## src/rtl/sprite_compositor.sv

```systemverilog
// N-layer sprite compositor: per-layer ROM addressing, ROM-latency alignment and
// priority mask-keyed compositing over a background. `SPRITE_COMPOSITOR_BLEND_EN` adds 50% blending.
module sprite_compositor #(
    parameter int          NUM_LAYERS = 4,
    parameter int          COORD_W    = 11,
    parameter int          SPR_W      = 180,
    parameter int          SPR_H      = 180,
    parameter int          ADDR_W     = 18,
    parameter int          ROM_LAT    = 1,
    parameter int          MASK_TH    = 5,
    parameter logic [11:0] BG_COLOR   = 12'hfff,
    localparam int         LAYER_W    = (NUM_LAYERS > 1) ? $clog2(NUM_LAYERS) : 1
) (
    input  logic                         clk,
    input  logic                         rst,
    input  logic                         i_valid,
    input  logic [COORD_W-1:0]           i_x_read,
    input  logic [COORD_W-1:0]           i_y_read,
    input  logic                         i_frame_start,
    input  logic                         i_cfg_we,
    input  logic [LAYER_W-1:0]           i_cfg_layer,
    input  logic [1:0]                   i_cfg_field,
    input  logic [COORD_W-1:0]           i_cfg_data,
    output logic [NUM_LAYERS*ADDR_W-1:0] o_rom_addr,
    input  logic [NUM_LAYERS*12-1:0]     i_rom_rgb,
    input  logic [NUM_LAYERS*4-1:0]      i_rom_mask,
    output logic                         o_valid,
    output logic [3:0]                   o_r,
    output logic [3:0]                   o_g,
    output logic [3:0]                   o_b
);

`ifdef SPRITE_COMPOSITOR_BLEND_EN
    // Per-channel average of two RGB444 pixels, truncating.
    function automatic logic [11:0] blend_px(input logic [11:0] a, input logic [11:0] b);
        logic [4:0] sr, sg, sb;
        sr = {1'b0, a[11:8]} + {1'b0, b[11:8]};
        sg = {1'b0, a[7:4]}  + {1'b0, b[7:4]};
        sb = {1'b0, a[3:0]}  + {1'b0, b[3:0]};
        return {sr[4:1], sg[4:1], sb[4:1]};
    endfunction
`endif

    logic [COORD_W-1:0]    sh_x_r     [NUM_LAYERS];
    logic [COORD_W-1:0]    sh_y_r     [NUM_LAYERS];
    logic [COORD_W-1:0]    sh_frame_r [NUM_LAYERS];
    logic [NUM_LAYERS-1:0] sh_en_r;
    logic [COORD_W-1:0]    act_x_r     [NUM_LAYERS];
    logic [COORD_W-1:0]    act_y_r     [NUM_LAYERS];
    logic [COORD_W-1:0]    act_frame_r [NUM_LAYERS];
    logic [NUM_LAYERS-1:0] act_en_r;

    logic [COORD_W-1:0]    lx_s   [NUM_LAYERS];
    logic [COORD_W-1:0]    ly_s   [NUM_LAYERS];
    logic [ADDR_W-1:0]     addr_s [NUM_LAYERS];
    logic [NUM_LAYERS-1:0] hit_s;

    logic [NUM_LAYERS*ADDR_W-1:0] rom_addr_r;
    logic                         valid1_r;
    logic [NUM_LAYERS-1:0]        hit1_r;
    logic [ROM_LAT-1:0]           vpipe_r;
    logic [NUM_LAYERS-1:0]        hpipe_r [ROM_LAT];
    logic                         valid_d_s;
    logic [NUM_LAYERS-1:0]        hit_d_s;
    logic [11:0]                  pix_s;
    logic                         valid_r;
    logic [11:0]                  rgb_r;

    // Shadow config writes and frame-start commit; the commit copies the pre-write shadow.
    always_ff @(posedge clk) begin
        if (rst) begin
            for (int k = 0; k < NUM_LAYERS; k++) begin
                sh_x_r[k]      <= {COORD_W{1'b0}};
                sh_y_r[k]      <= {COORD_W{1'b0}};
                sh_frame_r[k]  <= {COORD_W{1'b0}};
                act_x_r[k]     <= {COORD_W{1'b0}};
                act_y_r[k]     <= {COORD_W{1'b0}};
                act_frame_r[k] <= {COORD_W{1'b0}};
            end
            sh_en_r  <= {NUM_LAYERS{1'b0}};
            act_en_r <= {NUM_LAYERS{1'b0}};
        end else begin
            for (int k = 0; k < NUM_LAYERS; k++) begin
                if (i_frame_start) begin
                    act_x_r[k]     <= sh_x_r[k];
                    act_y_r[k]     <= sh_y_r[k];
                    act_frame_r[k] <= sh_frame_r[k];
                    act_en_r[k]    <= sh_en_r[k];
                end
                // Out-of-range layer indices never match any k and are dropped.
                if (i_cfg_we && (i_cfg_layer == LAYER_W'(k))) begin
                    case (i_cfg_field)
                        2'd0:    sh_x_r[k]     <= i_cfg_data;
                        2'd1:    sh_y_r[k]     <= i_cfg_data;
                        2'd2:    sh_frame_r[k] <= i_cfg_data;
                        2'd3:    sh_en_r[k]    <= i_cfg_data[0];
                        default: sh_en_r[k]    <= sh_en_r[k];
                    endcase
                end
            end
        end
    end

    // Local sprite coordinates, hit test and ROM address; wrapped offsets fail the unsigned compare.
    always_comb begin
        for (int k = 0; k < NUM_LAYERS; k++) begin
            lx_s[k]  = i_x_read - act_x_r[k];
            ly_s[k]  = i_y_read - act_y_r[k];
            hit_s[k] = act_en_r[k] && (32'(lx_s[k]) < 32'(SPR_W)) && (32'(ly_s[k]) < 32'(SPR_H));
            if (hit_s[k]) begin
                addr_s[k] = ADDR_W'(32'(act_frame_r[k]) * 32'(SPR_W * SPR_H)
                                  + 32'(ly_s[k]) * 32'(SPR_W) + 32'(lx_s[k]));
            end else begin
                addr_s[k] = {ADDR_W{1'b0}};
            end
        end
    end

    // Stage 1 registers: ROM addresses, pixel valid and hit vector.
    always_ff @(posedge clk) begin
        if (rst) begin
            rom_addr_r <= {(NUM_LAYERS*ADDR_W){1'b0}};
            valid1_r   <= 1'b0;
            hit1_r     <= {NUM_LAYERS{1'b0}};
        end else begin
            valid1_r <= i_valid;
            hit1_r   <= hit_s;
            for (int k = 0; k < NUM_LAYERS; k++) begin
                rom_addr_r[k*ADDR_W +: ADDR_W] <= addr_s[k];
            end
        end
    end

    assign o_rom_addr = rom_addr_r;

    // Delay valid and hits by the ROM latency so they line up with the ROM data.
    always_ff @(posedge clk) begin
        if (rst) begin
            vpipe_r <= {ROM_LAT{1'b0}};
            for (int i = 0; i < ROM_LAT; i++) begin
                hpipe_r[i] <= {NUM_LAYERS{1'b0}};
            end
        end else begin
            vpipe_r[0] <= valid1_r;
            hpipe_r[0] <= hit1_r;
            for (int i = 1; i < ROM_LAT; i++) begin
                vpipe_r[i] <= vpipe_r[i-1];
                hpipe_r[i] <= hpipe_r[i-1];
            end
        end
    end

    assign valid_d_s = vpipe_r[ROM_LAT-1];
    assign hit_d_s   = hpipe_r[ROM_LAT-1];

    // Ascending-priority compositing: later (higher) opaque layers overwrite earlier ones.
    always_comb begin
        pix_s = BG_COLOR;
        for (int k = 0; k < NUM_LAYERS; k++) begin
            if (hit_d_s[k] && (32'(i_rom_mask[k*4 +: 4]) > 32'(MASK_TH))) begin
                pix_s = i_rom_rgb[k*12 +: 12];
            end
`ifdef SPRITE_COMPOSITOR_BLEND_EN
            else if (hit_d_s[k] && (i_rom_mask[k*4 +: 4] != 4'd0)) begin
                pix_s = blend_px(i_rom_rgb[k*12 +: 12], pix_s);
            end
`endif
            else begin
                pix_s = pix_s;
            end
        end
    end

    // Stage 2 output registers.
    always_ff @(posedge clk) begin
        if (rst) begin
            valid_r <= 1'b0;
            rgb_r   <= BG_COLOR;
        end else begin
            valid_r <= valid_d_s;
            rgb_r   <= pix_s;
        end
    end

    assign o_valid = valid_r;
    assign o_r     = rgb_r[11:8];
    assign o_g     = rgb_r[7:4];
    assign o_b     = rgb_r[3:0];

endmodule

```

## config.mk

```make
export PLATFORM = sky130hd
export DESIGN_NAME = sprite_compositor
export DESIGN_NICKNAME = d
export VERILOG_FILES = /design/src/rtl/sprite_compositor.sv
export SDC_FILE = /design/constraint.sdc
export NUM_CORES = 1
export LEC_CHECK = 0
export ABC_AREA = 1
export BUFFER_PORTS_ARGS = -buffer_cell sky130_fd_sc_hd__buf_2
export CELL_PAD_IN_SITES_DETAIL_PLACEMENT = 0
export CELL_PAD_IN_SITES_GLOBAL_PLACEMENT = 1
export CORE_ASPECT_RATIO = 0.8
export CORE_MARGIN = 1.5
export CORE_UTILIZATION = 43
export CTS_CLUSTER_SIZE = 10
export DETAILED_ROUTE_END_ITERATION = 16
export PLACE_DENSITY = 0.89
export SLEW_MARGIN = 40
export SYNTH_ARGS = -nofsm -noshare
export SYNTH_HDL_FRONTEND = slang
export SYNTH_SLANG_ARGS = --single-unit
export TNS_END_PERCENT = 50
```

## constraint.sdc

```tcl
create_clock -name clk -period 5.5 [get_ports clk]
set_input_delay 0.55 -clock clk [delete_from_list [all_inputs] [get_ports clk]]
set_output_delay 0.55 -clock clk [all_outputs]
set_load 0.05 [all_outputs]
```

==> results by group <==
Place
  – GP Congestion: 0.925
  – IO buf count: 186
  – Post-DP HPWL: 65.5 mm

Floorplanning
  – Initial Util: 43.7%
  – Die Wd: 306 um
  – IO Pins: 191
  – Die area: 75300 um^2
  – Die height: 246 um
  – Row Count: 88
  – CORE AREA: 72400 um^2

Layout
  – Nets: 5077
  – Fillers: 6329
  – Syn-to-layout area delta: 29.0%
  – Post-Route Utilization: 56.4%
  – Layout cell share with drive strength beyond 1: 24.9%

Routing
  – DR vias: 26300
  – WL/cell: 16.0 um
  – Wirelength, routed: 85.4 mm
  – Vias per cell: 4.92
  – 1st-pass router iterations: 5
  – DRT antenna net count: 0
  – DRC: 0
  – Initial DRC count: 1796

Worst setup path
  – WP data required: 5.98 ns
  – CP max-delay cell: fa_1
  – Setup CP Type: reg2reg
  – Startpoint Class: register
  – Critical Path End Type: register
  – CP max FO: 3
  – Crit path largest cell delay: 0.54 ns
  – CP arrival: 6.27 ns

STA
  – Worst rel slew slack: 42.0%
  – RSZ-0062 raised after global routing: true
  – Max Fclk: 0.172 GHz
  – PnR worst setup slack: -0.299 ns
  – Worst-margin pin slew: 0.870 ns
  – Final setup vio count: 9
  – Clk_skew: 0.0145 ns
  – Period utilisation layout: 105%
  – Fin crit period: 5.80 ns
  – Final hold vios: 0
  – Fin. max-slew vios: 0

Global route
  – Initial antenna violation count: 15
  – First-pass GRT wire length: 132 mm
  – GRT Overall Usage: 22.1%
  – Grt total ovfl: 0
  – Largest net degree at the start of global routing: 137
  – Number of global-route vias before repair: 25600

Synth
  – Synth area leader: edfxtp_1
  – Synth cell count leaders: inv_1, nand2_1, nor2_1
  – Synth warn: 0
  – Top-count cell post-synth: inv_1
  – Yosys reg bits: 367
  – Synthesized area per cell: 8.47 um^2
  – Top cells by area, synth: edfxtp_1, ha_1, fa_1
  – Ys async rst share: 0%
  – Synth Flop Type: edfxtp_1
  – Syn_nets: 4457
  – Post-synth EDFFs: 264
  – Sequential area share after synthesis: 31.6%
  – Post-Syn Instances: 3738
  – Cell variety after synth: 49
  – Share of the synthesized area in the top cell type: 25.0%
  – Post-Syn Area: 31700 um^2

Outcome
  – Status: finished, violations left
  – Failing checks: negative setup slack

Clock network
  – Clk buf depth: 3
  – Clock sinks: 367
  – TritonCTS Buffers: 44
  – Worst-skew pair later-pin latency: 0.59 ns
  – Clock transition at path regs: 0.06 ns
  – Clock tree from TritonCTS: built
  – CTS Hold Bufs: 0
  – Clk root buf: clkbuf_16
  – H-tree depth: 2

Job
  – Max cap viols: 0

Min path
  – Type of the worst min-delay path: in2reg
path summary, 6_finish.rpt:
kind,from,slack [ns],cells past startpoint,to
max reg2reg,act_y_r[1][0],-0.30,29,o_rom_addr[35]
min,i_valid,0.17,3,valid1_r
min reg2reg,valid_d_s,0.40,2,o_valid
max,act_y_r[1][0],-0.30,29,o_rom_addr[35]
area by class of cell:
class / instances / area [um^2] / area share, %
multi-input combinational: 2400 / 20500 / 50.2
sequential: 367 / 9990 / 24.5
tap: 945 / 1180 / 2.90
clock inverter: 4 / 35.0 / 0.0858
clock buffer: 77 / 1300 / 3.17
antenna: 5 / 12.5 / 0.0306
inverter: 916 / 3460 / 8.46
timing repair buffer: 629 / 4350 / 10.7
kinds of logic after synthesis:
group                      count (synthesis)  synth area share [%]
adders and majority gates                613                  28.8
DFF                                      367                  31.6
and+or+nand+nor                         1244                  16.3
AOI/OAI and AO/OA                        356                  6.39
buffers and inverters                    971                  11.6
xor gates and xnor gates                 187                  5.33
cell usage in the layout (no fill, tap or decap), types with 8 or more instances in the layout:
master / count
inv_1: 858
nand2_1: 477
nor2_1: 424
buf_4: 424
ha_1: 320
edfxtp_1: 264
buf_2: 186
fa_1: 180
nand3_1: 145
a21oi_1: 120
dfxtp_1: 103
ha_4: 92
xor2_1: 91
xnor2_1: 64
o21ai_0: 58
inv_2: 49
a21oi_2: 45
clkbuf_16: 45
nand4_1: 38
nand2_2: 34
clkbuf_1: 27
nor3_1: 22
nand3_2: 20
nor2_2: 19
o21bai_1: 18
a21o_1: 18
xor2_2: 16
buf_6: 16
nand2_4: 14
a21oi_4: 14
o21ai_1: 14
nand3b_1: 14
o21ai_2: 14
nor3_2: 13
fa_2: 13
o311ai_0: 11
a31oi_1: 8
ha_2: 8
worst max-delay path: cells and delay by family (launching register included):
family / cells / cell delay, ns
xor gates and xnor gates: 3 / 0.59
buffers and inverters: 6 / 0.61
AOI/OAI and AO/OA: 6 / 0.99
and+or+nand+nor: 6 / 0.40
adders and majority gates: 8 / 2.65
DFF: 1 / 0.43
per-layer routing:
layer	GRT usage, %	vias up	part of all wire [%]
met2	35.1	693	45
met4	5.49	14	2.3
met5	0	-	0.11
li1	-	13000	-
met1	31.1	12400	45
met3	4.27	130	7.5
registers in the layout (all words and copies together) (netlist names):
name,flops
o_rom_addr,72
o_valid,1
hit1_r,4
act_en_r,4
act_frame_r,44
sh_y_r,44
sh_frame_r,44
act_y_r,44
valid1_r,1
sh_x_r,44
valid_d_s,1
act_x_r,44
hpipe_r,4
sh_en_r,4
rgb_r,12
what timing repair did:
item                       in CTS  in global routing
setup endpoints to repair      23                 35
buffers inserted               28                 39
pin swaps                     111                233
resized for setup             106                305
stage by stage:
step | hold slack, ns | cells | TNS (ns) | setup slack, ns | cell area, um^2
CTS | 0.158 | 5300 | -0.568 | -0.173 | 39000
global route | 0.188 | 5338 | -5.70 | -0.546 | 40800
detailed placement | 0.398 | 5192 | -14.50 | -0.661 | 36900
finish | 0.175 | 5343 | -0.802 | -0.299 | 40800
global placement | 0.394 | 5192 | -12.78 | -0.561 | 36800
floorplan | 0.388 | 3738 | 0 | 0.00494 | 32100
Power is left out: the tool's default activity adds up to more than one toggle a clock period on the data nets, which glitch-free logic cannot reach.
